File: src/rtl/uart_bus_pkg.sv
// Shared bus definitions for the UART bus initiator and the peripheral's
// addressable logic.
package uart_bus_pkg;

  typedef enum logic [2:0] {
    IDLE,
    WR_WAIT,
    WR_STROBE,
    RD_STROBE,
    RD_WAIT,
    RD_HOLD,
    DONE
  } bus_state_t;

  typedef enum logic {
    READ,
    WRITE
  } bus_dir_t;

endpackage

File: src/rtl/latency_counter.sv
// Down-counter that marks the cycle on which read data is valid after a
// read strobe. expired is high when the count has reached zero.
module latency_counter #(
  parameter int latency = 1
) (
  input  logic clock,
  input  logic reset,
  input  logic load,
  input  logic tick,
  output logic expired
);

  localparam int CW = (latency > 1) ? $clog2(latency) : 1;

  logic [CW-1:0] cnt_q;

  always_ff @(posedge clock) begin
    if (reset) begin
      cnt_q <= '0;
    end else if (load) begin
      cnt_q <= CW'(latency - 1);
    end else if (tick && (cnt_q != '0)) begin
      cnt_q <= cnt_q - CW'(1);
    end
  end

  assign expired = (cnt_q == '0);

endmodule

File: src/rtl/uart_bus_initiator.sv
// Turns write/read burst commands into single-cycle strobes on a simple
// peripheral bus, with stream handshakes for the data words.
//
//   state     | meaning
//   IDLE      | cmd_ready high, waiting for a command
//   WR_WAIT   | wr_ready high, waiting for the next write word
//   WR_STROBE | write_enable pulse with the captured word
//   RD_STROBE | read_enable pulse
//   RD_WAIT   | waiting read_latency cycles for data_out
//   RD_HOLD   | rd_valid held until rd_ready
//   DONE      | one-cycle done pulse
module uart_bus_initiator
  import uart_bus_pkg::*;
#(
  parameter int                     width         = 8,
  parameter int                     address_width = 4,
  parameter logic [address_width-1:0] write_address = 1,
  parameter logic [address_width-1:0] read_address  = 0,
  parameter logic [address_width-1:0] idle_address  = '1,
  parameter int                     read_latency  = 1,
  parameter int                     max_burst     = 16
) (
  input  logic                         clock,
  input  logic                         reset,
  output logic [address_width-1:0]     active_address,
  output logic                         write_enable,
  output logic                         read_enable,
  output logic [width-1:0]             data_in,
  input  logic [width-1:0]             data_out,
  input  logic                         cmd_valid,
  output logic                         cmd_ready,
  input  logic                         cmd_write,
  input  logic [$clog2(max_burst):0]   cmd_length,
  input  logic                         wr_valid,
  output logic                         wr_ready,
  input  logic [width-1:0]             wr_data,
  output logic                         rd_valid,
  input  logic                         rd_ready,
  output logic [width-1:0]             rd_data,
  output logic                         busy,
  output logic                         done
);

  localparam int LW = $clog2(max_burst) + 1;

  bus_state_t    state_q;
  bus_dir_t      dir_q;
  logic [LW-1:0] remaining_q;
  logic          lat_expired;
  logic          lat_load;
  logic          lat_tick;
  logic          word_done;

  assign lat_load  = (state_q == RD_STROBE);
  assign lat_tick  = (state_q == RD_WAIT);
  assign word_done = (state_q == WR_STROBE) || ((state_q == RD_HOLD) && rd_ready);

  latency_counter #(.latency(read_latency)) u_latency_counter (
    .clock   (clock),
    .reset   (reset),
    .load    (lat_load),
    .tick    (lat_tick),
    .expired (lat_expired)
  );

  always_ff @(posedge clock) begin
    if (reset) begin
      state_q        <= IDLE;
      dir_q          <= READ;
      remaining_q    <= '0;
      active_address <= idle_address;
      write_enable   <= 1'b0;
      read_enable    <= 1'b0;
      data_in        <= '0;
      cmd_ready      <= 1'b1;
      wr_ready       <= 1'b0;
      rd_valid       <= 1'b0;
      rd_data        <= '0;
      busy           <= 1'b0;
      done           <= 1'b0;
    end else begin
      case (state_q)
        IDLE: begin
          if (cmd_valid) begin
            cmd_ready <= 1'b0;
            busy      <= 1'b1;
            dir_q     <= cmd_write ? WRITE : READ;
            remaining_q <= (cmd_length > LW'(max_burst)) ? LW'(max_burst) : cmd_length;
            if (cmd_length == '0) begin
              state_q <= DONE;
              done    <= 1'b1;
            end else if (cmd_write) begin
              state_q  <= WR_WAIT;
              wr_ready <= 1'b1;
            end else begin
              state_q        <= RD_STROBE;
              read_enable    <= 1'b1;
              active_address <= read_address;
            end
          end
        end
        WR_WAIT: begin
          if (wr_valid) begin
            state_q        <= WR_STROBE;
            wr_ready       <= 1'b0;
            write_enable   <= 1'b1;
            active_address <= write_address;
            data_in        <= wr_data;
          end
        end
        WR_STROBE: begin
          write_enable   <= 1'b0;
          active_address <= idle_address;
        end
        RD_STROBE: begin
          state_q        <= RD_WAIT;
          read_enable    <= 1'b0;
          active_address <= idle_address;
        end
        RD_WAIT: begin
          if (lat_expired) begin
            state_q  <= RD_HOLD;
            rd_data  <= data_out;
            rd_valid <= 1'b1;
          end
        end
        RD_HOLD: begin
          if (rd_ready) rd_valid <= 1'b0;
        end
        DONE: begin
          state_q   <= IDLE;
          done      <= 1'b0;
          busy      <= 1'b0;
          cmd_ready <= 1'b1;
        end
        default: state_q <= IDLE;
      endcase

      // Shared end-of-word step for both directions.
      if (word_done) begin
        remaining_q <= remaining_q - LW'(1);
        if (remaining_q == LW'(1)) begin
          state_q <= DONE;
          done    <= 1'b1;
        end else if (dir_q == WRITE) begin
          state_q  <= WR_WAIT;
          wr_ready <= 1'b1;
        end else begin
          state_q        <= RD_STROBE;
          read_enable    <= 1'b1;
          active_address <= read_address;
        end
      end
    end
  end

endmodule

File: config.mk
export PLATFORM = sky130hd
export DESIGN_NAME = uart_bus_initiator
export DESIGN_NICKNAME = d
export VERILOG_FILES = /design/src/rtl/uart_bus_pkg.sv /design/src/rtl/latency_counter.sv /design/src/rtl/uart_bus_initiator.sv
export SDC_FILE = /design/constraint.sdc
export NUM_CORES = 1
export LEC_CHECK = 0
export CAP_MARGIN = 20
export CORE_AREA = 5 5 68 70
export CTS_CLUSTER_SIZE = 28
export DETAILED_ROUTE_END_ITERATION = 6
export DIE_AREA = 0 0 73 75
export GPL_TIMING_DRIVEN = 0
export PLACE_DENSITY = 0.76
export REMOVE_ABC_BUFFERS = 1
export SLEW_MARGIN = 40
export SYNTH_ARGS = -nofsm -noshare
export SYNTH_HDL_FRONTEND = slang
export SYNTH_SLANG_ARGS = --single-unit
File: constraint.sdc
create_clock -name clock -period 2.18 [get_ports clock]
set_clock_uncertainty 0.2 [all_clocks]
set_input_delay 0.436 -clock clock [delete_from_list [all_inputs] [get_ports clock]]
set_output_delay 0.436 -clock clock [all_outputs]
set_load 0.01 [all_outputs]
==> results by group <==
Run status
  – Status: finished, final reports clean

Logic synthesis
  – #FFs+latches synth: 37
  – Top cells by count, synth: nand2_1, dfxtp_1, a21oi_1
  – Sequential share of the synthesized area: 43.9%
  – Cell area after synthesis: 1690 µm²
  – Synth Warn #: 0
  – EDFF count, synth: 0
  – Main synth FF type: dfxtp_1
  – Area leader, netlist: dfxtp_1
  – Synth top area share: a little over two fifths
  – Unique masters post-synth: 42
  – Synth area leaders: dfxtp_1, nand2_1, a21oi_1
  – Leading cell type by number of instances after synthesis: nand2_1
  – Asr flop ratio synth: 0%
  – Mean Syn Cell Area: just over 8 µm²
  – Cells after Synth: between 200 and 250

Timing
  – Worst slew margin: 57.1%
  – Final setup vio count: 0
  – Setup TNS: 0 ns
  – Hold Worst Slack: 0.254 ns
  – Max-slew violations: 0
  – Least-Margin Pin Slew: 0.644 ns
  – Tmin final: 2.09 ns
  – Fin crit share: 95.8%
  – Fmax: 479 MHz
  – Final Hold Vio Count: 0

Job
  – Max_cap viols: 0

Pwr
  – Worst vdd ir: about 670 µV
  – Pwr Total: 2.63 mW
  – Leak: 0.834 nW
  – Power density cells: 1130 nW/µm²

Drt
  – ANT nets after route: 0
  – Initial DRC Count: 65
  – Routed wire per std cell: 13.2 µm
  – Via count: 1,617
  – # DRC: 0
  – Final WL: between 4000 and 5000 µm
  – Pre-antenna DRT Iters: 5
  – Routed vias/inst: 5.27

Placement
  – GPL Wtd Cong: 0.838
  – Port Buffers: 53
  – Post-DP HPWL: around 3000 µm

CTS
  – Latest clock arrival within the worst-skew pair: 0.28 ns
  – Num Clock Sinks: 37
  – Clock-pin slew on the worst setup and hold paths: 0.07 ns
  – Root Buffer: clkbuf_8
  – Clock H-tree levels: 2
  – CTS Hold Bufs: 0
  – Max Root-Sink Buffers: 2
  – Post-CTS Setup Repair Bufs: 0
  – CTS tree: done
  – Num CTS Buffers: 5

Die
  – # rows: 23
  – Top-Level Pins: 54
  – Die X: between 70 and 80 µm
  – Die Y: roughly 75 µm
  – Core area: 3910 µm²
  – Die Footprint: 5480 µm²
  – Initial Util: a little over two fifths

Finish
  – Nets: 285
  – Final core utilization: between 50% and 60%
  – Share of cells above drive strength 1: 8.17%
  – N_diodes: 0
  – Area Growth Syn to Fin: 38.1%

Setup path
  – Critical path class: input port to flop
  – CP bufs+invs: 1
  – Critical-path cell list: clkdlybuf4s50_1 > or4_4 > or2_4 > a311oi_4 > a21o_1
  – CP max stage delay: roughly 0.58 ns
  – Crit end category: flop
  – CP max-delay cell: or4_4
  – CP Max Fanout: 4
  – CP arrival: 2.11 ns
  – Required time of the critical path: 2.20 ns
  – Cells on worst reg2reg path: 4
  – Top delay family on crit path: simple AND/OR/NAND/NOR gates
  – Startpoint Class: input port
  – Levels on crit path: 5

Min path
  – Hold Crit Class: flop to flop
  – Worst Hold Depth: 2

GRT
  – Vias in the first global route: ~1,400
  – GR Util All Layers: 14.8%
  – First-pass GRT wire length: 6330 µm
  – Antenna violations before repair: 0
  – Largest net degree at the start of global routing: 36
  – Total gr overflow: 0
## timing repair
action / in CTS / in global routing
pin swaps: 1 / 1
endpoints found under the setup margin: 4 / 7
resized for setup: 3 / 4
## flip-flops by register name, summed over array words and instances (netlist names), 3 cells and up
signal	cells
remaining_q	5
rd_data	8
data_in	8
active_address	4
state_q	3
## per-stage QoR
| step | setup WS [ns] | area (µm²) | instances |
|---|---|---|---|
| 2_1_floorplan | 0.279 | 1640 | 196 |
| 3_3_place_gp | -0.342 | 2230 | 299 |
| 3_5_place_dp | -0.297 | 2230 | 299 |
| 4_1_cts | 0.0439 | 2320 | 307 |
| 5_1_grt | -0.00616 | 2330 | 307 |
| 6_report | 0.0925 | 2330 | 307 |
## layout by cell type, fill, tap and decap left out, types with 3 or more instances in the layout
master,synthesis,layout
o21ai_0,3,3
nor2_1,16,15
nand2_1,44,44
dfxtp_1,37,34
a21oi_1,30,30
nand3_1,4,4
inv_1,8,8
clkdlybuf4s50_1,0,52
a211oi_1,3,3
clkbuf_8,0,5
dfxtp_2,0,3
a21o_1,6,6
nor3_1,4,3
## final cells by class
type,count,area (µm²)
fillers,385,1580
multi-input cells,151,887
flip-flops and latches,37,744
repair buffers,53,526
clock buffers,6,72.6
well taps,50,62.6
inverters,8,30.0
clock inverters,2,10.0
## routing by layer
metal | GRT usage, % | share of wire (%) | vias to the layer above
met3 | 3.20 | 7.1 | 2
met5 | 0 | 0 | -
li1 | - | - | 826
met4 | 5.53 | 0.89 | 0
met1 | 19.5 | 44 | 733
met2 | 23.7 | 48 | 56
## kinds of logic (layout without fill, tap and decap cells)
family          count (synthesis)  after routing  share of synthesized area [%]
flops                          37             37                           43.9
fa+ha+maj                       2              2                           1.48
simple gates                   87             87                           25.3
compound gates                 62             62                           24.6
buf+inv                        18             69                           4.74
## power breakdown
group	leakage [nW]	switching (mW)	internal, mW
sequential	0.304	0.195	0.855
combinational	0.486	0.558	0.571
clock	0.0450	0.226	0.221
## worst paths after layout
path,endpoint,slack [ns],from
hold / removal,rd_data[1],0.25,rd_data[1]
hold reg to reg,rd_data[1],0.25,rd_data[1]
setup reg to reg,active_address[2],0.16,state_q[1]
setup / recovery,active_address[2],0.09,cmd_length[3]
## tightest hold or removal path, cell delays in order, from the launching register on
cell	delay, ns
dfxtp_1	0.31
nand2_1	0.05
a21oi_1	0.05
(Power assumes the default switching activity.)
